--- src/rtl/facto_master.sv ---
// facto_master: single-job bus master for the FactoCore system.
// Programs the core, releases the bus while it computes, then on interrupt (or timeout) reads the
// 128-bit result, stores both halves to RAM and clears the core.
module facto_master #(
    parameter logic [15:0] CORE_BASE = 16'h7000,
    parameter logic [15:0] RAM_BASE  = 16'h0000,
    parameter logic [19:0] TIMEOUT   = 20'd1000000
) (
    input  logic        clk,
    input  logic        reset_n,
    input  logic        cmd_valid,
    output logic        cmd_ready,
    input  logic [63:0] cmd_operand,
    input  logic [7:0]  cmd_slot,
    output logic        done,
    output logic        error,
    output logic        m_req,
    input  logic        m_grant,
    output logic        m_wr,
    output logic [15:0] m_addr,
    output logic [63:0] m_dout,
    input  logic [63:0] m_din,
    input  logic        interrupt
);

    localparam logic [15:0] OffStart   = 16'h0000;
    localparam logic [15:0] OffClear   = 16'h0008;
    localparam logic [15:0] OffIntrEn  = 16'h0018;
    localparam logic [15:0] OffOperand = 16'h0020;
    localparam logic [15:0] OffResH    = 16'h0028;
    localparam logic [15:0] OffResL    = 16'h0030;

    typedef enum logic [3:0] {
        StIdle, StReq1, StWOpnd, StWIen, StWStart, StWaitIrq, StReq2,
        StRH, StRL, StWRh, StWRl, StWClr, StWIen0, StDone
    } state_e;

    state_e      r_state;
    logic [63:0] r_operand;
    logic [7:0]  r_slot;
    logic [63:0] r_result_h;
    logic [63:0] r_result_l;
    logic [19:0] r_timer;
    logic        r_abort;
    logic        r_rd_pend;   // read issued last cycle; m_din carries its data now
    logic        r_rd_lo;     // pending read targets result_l
    logic        r_cmd_ready;
    logic        r_done;
    logic        r_error;
    logic        r_m_req;
    logic        r_m_wr;
    logic [15:0] r_m_addr;
    logic [63:0] r_m_dout;

    state_e      w_state_nxt;
    logic        w_issue;
    logic        w_abort_nxt;
    logic [63:0] w_res_h;
    logic [63:0] w_res_l;
    logic [15:0] w_ram_addr;
    logic        w_req_nxt;
    logic        w_wr_nxt;
    logic [15:0] w_addr_nxt;
    logic [63:0] w_dout_nxt;

    assign cmd_ready = r_cmd_ready;
    assign done      = r_done;
    assign error     = r_error;
    assign m_req     = r_m_req;
    assign m_wr      = r_m_wr;
    assign m_addr    = r_m_addr;
    assign m_dout    = r_m_dout;

    // Next state, plus the bus outputs the next state will present (registered below).
    always_comb begin
        w_issue     = r_m_req & m_grant;
        // Forward read data arriving this cycle so the RAM write can be loaded without a bubble.
        w_res_h     = (r_rd_pend && !r_rd_lo) ? m_din : r_result_h;
        w_res_l     = (r_rd_pend && r_rd_lo) ? m_din : r_result_l;
        w_ram_addr  = RAM_BASE + {4'h0, r_slot, 4'h0};
        w_state_nxt = r_state;
        w_abort_nxt = r_abort;

        unique case (r_state)
            StIdle:    if (cmd_valid) begin
                           w_state_nxt = StReq1;
                           w_abort_nxt = 1'b0;
                       end
            StReq1:    if (w_issue) w_state_nxt = StWOpnd;
            StWOpnd:   if (w_issue) w_state_nxt = StWIen;
            StWIen:    if (w_issue) w_state_nxt = StWStart;
            StWStart:  if (w_issue) w_state_nxt = StWaitIrq;
            StWaitIrq: if (interrupt) begin
                           w_state_nxt = StReq2;
                       end else if (r_timer == TIMEOUT - 20'd1) begin
                           w_state_nxt = StReq2;
                           w_abort_nxt = 1'b1;
                       end
            StReq2:    if (w_issue) w_state_nxt = r_abort ? StWClr : StRH;
            StRH:      if (w_issue) w_state_nxt = StRL;
            StRL:      if (w_issue) w_state_nxt = StWRh;
            StWRh:     if (w_issue) w_state_nxt = StWRl;
            StWRl:     if (w_issue) w_state_nxt = StWClr;
            StWClr:    if (w_issue) w_state_nxt = StWIen0;
            StWIen0:   if (w_issue) w_state_nxt = StDone;
            StDone:    w_state_nxt = StIdle;
            default:   w_state_nxt = StIdle;
        endcase

        w_req_nxt  = 1'b1;
        w_wr_nxt   = 1'b1;
        w_addr_nxt = '0;
        w_dout_nxt = '0;
        unique case (w_state_nxt)
            StWOpnd:  begin w_addr_nxt = CORE_BASE + OffOperand; w_dout_nxt = r_operand; end
            StWIen:   begin w_addr_nxt = CORE_BASE + OffIntrEn;  w_dout_nxt = 64'd1;     end
            StWStart: begin w_addr_nxt = CORE_BASE + OffStart;   w_dout_nxt = 64'd1;     end
            StRH:     begin w_addr_nxt = CORE_BASE + OffResH;    w_wr_nxt   = 1'b0;      end
            StRL:     begin w_addr_nxt = CORE_BASE + OffResL;    w_wr_nxt   = 1'b0;      end
            StWRh:    begin w_addr_nxt = w_ram_addr;             w_dout_nxt = w_res_h;   end
            StWRl:    begin w_addr_nxt = w_ram_addr + 16'h0008;  w_dout_nxt = w_res_l;   end
            StWClr:   begin w_addr_nxt = CORE_BASE + OffClear;   w_dout_nxt = 64'd1;     end
            StWIen0:  begin w_addr_nxt = CORE_BASE + OffIntrEn;  w_dout_nxt = 64'd0;     end
            // Bus-acquire cycles: request held with a neutral address.
            StReq1, StReq2: w_wr_nxt = 1'b0;
            default:  begin w_req_nxt = 1'b0; w_wr_nxt = 1'b0; end
        endcase
    end

    // FSM state, job registers and registered outputs.
    always_ff @(posedge clk or negedge reset_n) begin
        if (!reset_n) begin
            r_state     <= StIdle;
            r_operand   <= '0;
            r_slot      <= '0;
            r_result_h  <= '0;
            r_result_l  <= '0;
            r_timer     <= '0;
            r_abort     <= 1'b0;
            r_rd_pend   <= 1'b0;
            r_rd_lo     <= 1'b0;
            r_cmd_ready <= 1'b1;
            r_done      <= 1'b0;
            r_error     <= 1'b0;
            r_m_req     <= 1'b0;
            r_m_wr      <= 1'b0;
            r_m_addr    <= '0;
            r_m_dout    <= '0;
        end else begin
            r_state     <= w_state_nxt;
            r_abort     <= w_abort_nxt;
            r_cmd_ready <= (w_state_nxt == StIdle);
            r_done      <= (w_state_nxt == StDone);
            r_error     <= (w_state_nxt == StDone) && w_abort_nxt;
            r_m_req     <= w_req_nxt;
            r_m_wr      <= w_wr_nxt;
            r_m_addr    <= w_addr_nxt;
            r_m_dout    <= w_dout_nxt;

            if (r_state == StIdle && cmd_valid) begin
                r_operand <= cmd_operand;
                r_slot    <= cmd_slot;
            end

            // Timer restarts from zero each time WAIT_IRQ is entered.
            if (r_state == StWaitIrq) r_timer <= r_timer + 20'd1;
            else                      r_timer <= '0;

            r_rd_pend <= w_issue && (r_state == StRH || r_state == StRL);
            r_rd_lo   <= (r_state == StRL);
            if (r_rd_pend) begin
                if (r_rd_lo) r_result_l <= m_din;
                else         r_result_h <= m_din;
            end
        end
    end

endmodule

--- config.mk ---
export PLATFORM = sky130hd
export DESIGN_NAME = facto_master
export DESIGN_NICKNAME = d
export VERILOG_FILES = /design/src/rtl/facto_master.sv
export SDC_FILE = /design/constraint.sdc
export NUM_CORES = 1
export LEC_CHECK = 0
export ABC_AREA = 1
export CORE_ASPECT_RATIO = 0.7
export CORE_MARGIN = 8
export CORE_UTILIZATION = 35
export DETAILED_ROUTE_END_ITERATION = 10
export PLACE_DENSITY_LB_ADDON = 0.15
export SLEW_MARGIN = 20
export SYNTH_ARGS = -nofsm -noshare
export SYNTH_HDL_FRONTEND = slang
export SYNTH_SLANG_ARGS = --single-unit
--- constraint.sdc ---
create_clock -name clk -period 2.1 [get_ports clk]
set_input_delay 0.63 -clock clk [delete_from_list [all_inputs] [get_ports clk]]
set_output_delay 0.63 -clock clk [all_outputs]
set_load 0.01 [all_outputs]
==> metrics.md <==
| Metric | Value |
|---|---|
| Max Cap Viol | 0 |
| Routed WL per cell | between 15 and 20 um |
| Full die area | between 40000 and 50000 um2 |
| Post-DRT Antenna Nets | 0 |
| H-tree depth | 1 |
| Worst hold margin | ~0.47 ns |
| Post-synth top area cell | dfrtp_1 |
| Synth area leaders | dfrtp_1 61%, nand2_1 18%, o21ai_0 5.6% |
| Synth warn | 0 |
| Root Buffer | clkbuf_16 |
| First-pass GRT wire length | 57500 um |
| GRT overflow | 0 |
| Core area | approximately 35000 um2 |
| TritonCTS Buffers | 31 |
| #FFs+latches synth | 306 |
| Hold Crit Class | reg2reg |
| TritonCTS Sinks | a little over 300 |
| R2r endpoint | m_addr[5] |
| Commonest non-fill, non-tap cell in the layout | nand2_1 |
| Status | finished, final reports clean |
| Die Wd | between 200 and 250 um |
| Pwr Density | 1360 nW/um2 |
| Hold Vio Cnt, Final | 0 |
| Worst Setup Start Kind | register |
| DRT iter0 DRCs | a little under 800 |
| Reg2Reg Depth | 14 |
| Final instance area | 17000 um2 |
| Worst reg2reg setup slack | 0.03 ns |
| Worst r2r src | r_state[1] |
| Worst skew pair latency | 0.57 ns |
| Yosys top cell area share | 61.2% |
| CP endpoint kind | register |
| Max VDD drop | 0.535 mV |
| Worst Hold End | r_operand[7] |
| Area grow syn2layout | 36.8% |
| Final wirelength | 36900 um |
| Min-delay src | r_operand[7] |
| Fraction of layout cells with a size suffix above 1 | between 10% and 20% |
| Leakage | roughly 8.9 nW |
| Req. time, crit path | 2.55 ns |
| RSZ-0062 raised after global routing | true |
| Synth cell types | 32 |
| Register area share after synthesis | between 60% and 70% |
| Setup TNS | 0 ns |
| Syn_area_per_cell | slightly below 9 um2 |
| Post-DP HPWL | roughly 24000 um |
| Worst Skew | ~0.015 ns |
| Final slew viol count | 0 |
| Crit Path Class | reg2reg |
| FMAX | just under 0.5 GHz |
| RePlAce Congestion | between 0.9 and 1 |
| TritonCTS clock tree | done |
| Vias per Instance | 4.69 |
| WHS Path Cells | 2 |
| # rows | 57 |
| Total power | 23.1 mW |
| Clock buffer depth | 3 |
| Number of global-route vias before repair | just over 10k |
| GRT Overall Usage | ~17% |
| I/O pin cnt | about 230 |
| Initial core utilization | a little over a third |
| Die Ht | 174 um |
| Setup violators final | 0 |
| Most frequent cells in the layout | 560 x nand2_1, 301 x dfrtp_1, 148 x clkdlybuf4s50_1 |
| Post-synthesis cell count | about 1.4k |
| Placed Area | approximately 16000 um2 |
| Netlist Area Pre-Place | roughly 12000 um2 |
| Layout Nets | 1824 |
| Pre-Repair DR Iteration Count | 5 |
| Via count | around 10k |
| CP max FO | 9 |
| Final min period | between 2 and 2.5 ns |
| Worst-margin pin slew | about 0.55 ns |
| Worst endpoint data arrival time | between 2 and 3 ns |
| Largest net degree at the start of global routing | ~100 |
| IO Port Bufs | between 200 and 250 |
| Final worst-path cycle share | 98.6% |
| Slew headroom | between 60% and 70% |
| Antenna violations before repair | 1 |
| DRC errors left | 0 |
| Clk slew on worst S/H paths | about 0.06 ns |
[synth_stat cells, drive strengths merged]
cell type / count
nand2: 591
dfrtp: 305
o21ai: 141
inv: 113
nand3: 91
nor2: 67
clkbuf: 37
buf: 33
a21oi: 18
nor3: 8
a211oi: 4
nand4: 3
nor4: 2
o211ai: 2
xor2: 2
and2: 1
conb: 1
dfstp: 1
ha: 1
nand3b: 1
o21bai: 1
xnor2: 1
[layer usage]
metal | vias up | global-route usage, % | share of wire, % | wire length, um
li1 | 4971 | - | - | -
met1 | 4890 | 23.4 | 47 | 17400
met2 | 266 | 26.3 | 45 | 16700
met3 | 58 | 3.49 | 5.3 | 1950
met4 | 0 | 3.71 | 2.1 | 790
met5 | - | 0 | 0 | 0
[flip-flops by register name, indices dropped and copies added (netlist names)]
register / flops
cmd_ready: 1
done: 1
error: 1
m_addr: 10
m_dout: 64
m_req: 1
m_wr: 1
r_abort: 1
r_operand: 64
r_rd_lo: 1
r_rd_pend: 1
r_result_h: 64
r_result_l: 64
r_slot: 8
r_state: 4
r_timer: 20
[worst max-delay path: stages (launching register included)]
cell and delay (ns):
dfrtp_2 0.50, buf_6 0.16, nor2_4 0.13, nand2_2 0.09, nor2_4 0.11, inv_2 0.05, nand2_2 0.08, nor2_4 0.05
nand2_2 0.10, nor2_4 0.06, nand3_4 0.12, clkinv_8 0.14, clkbuf_16 0.20, nor2_4 0.11, nand2_1 0.06
[worst max-delay path by stage]
stage | from | to | slack, ns | depth (start not counted)
floorplan | m_grant | m_dout[10] | 0.12 | 12
global placement | m_grant | m_dout[27] | -0.61 | 12
detailed placement | m_grant | m_dout[8] | -0.68 | 12
CTS | m_addr[4] | m_addr[4] | 0.0002 | 1
global route | r_state[1] | m_addr[5] | -0.06 | 14
finish | r_state[1] | m_addr[5] | 0.03 | 14
[kinds of logic after synthesis]
| kind of cell | synth area share (%) |
|---|---|
| flops | 61.4 |
| compound gates | 6.81 |
| xor+xnor | 0.211 |
| other cells | 0.0301 |
| buf+inv | 6.51 |
| fa+ha+maj | 0.100 |
| simple gates | 24.9 |
[power by group]
group	switching [mW]	internal, mW	total (mW)
Sequential	0.957	8.17	9.13
Clock	2.27	3.05	5.32
Combinational	4.92	3.75	8.67
[repair_timing]
action,in CTS,in global routing
endpoints found under the hold margin,11,0
setup buffers,2,6
resized for setup,66,94
hold buffers,1,0
setup endpoints to repair,128,96
gates cloned,1,7
pin swaps,1,13
[area by class of cell]
type,instances,area [um2]
antenna,1,2.50
clock buffer,44,895
clock inverter,7,68.8
fill,3340,17800
inverter,113,454
multi-input combinational,938,4240
sequential,306,7660
tap,472,591
timing repair buffer,292,3130
[metrics by stage]
| step | util, % | setup WS [ns] | cells |
|---|---|---|---|
| 3_5_place_dp | 44.6 | -0.682 | 2104 |
| 2_1_floorplan | - | 0.120 | 1427 |
| 3_3_place_gp | 44.6 | -0.606 | 2104 |
| 6_report | 48.9 | 0.0299 | 2173 |
| 4_1_cts | 47.4 | 0.000245 | 2159 |
| 5_1_grt | 48.9 | -0.0589 | 2173 |
Note: power is estimated with default switching activity, not from simulation.
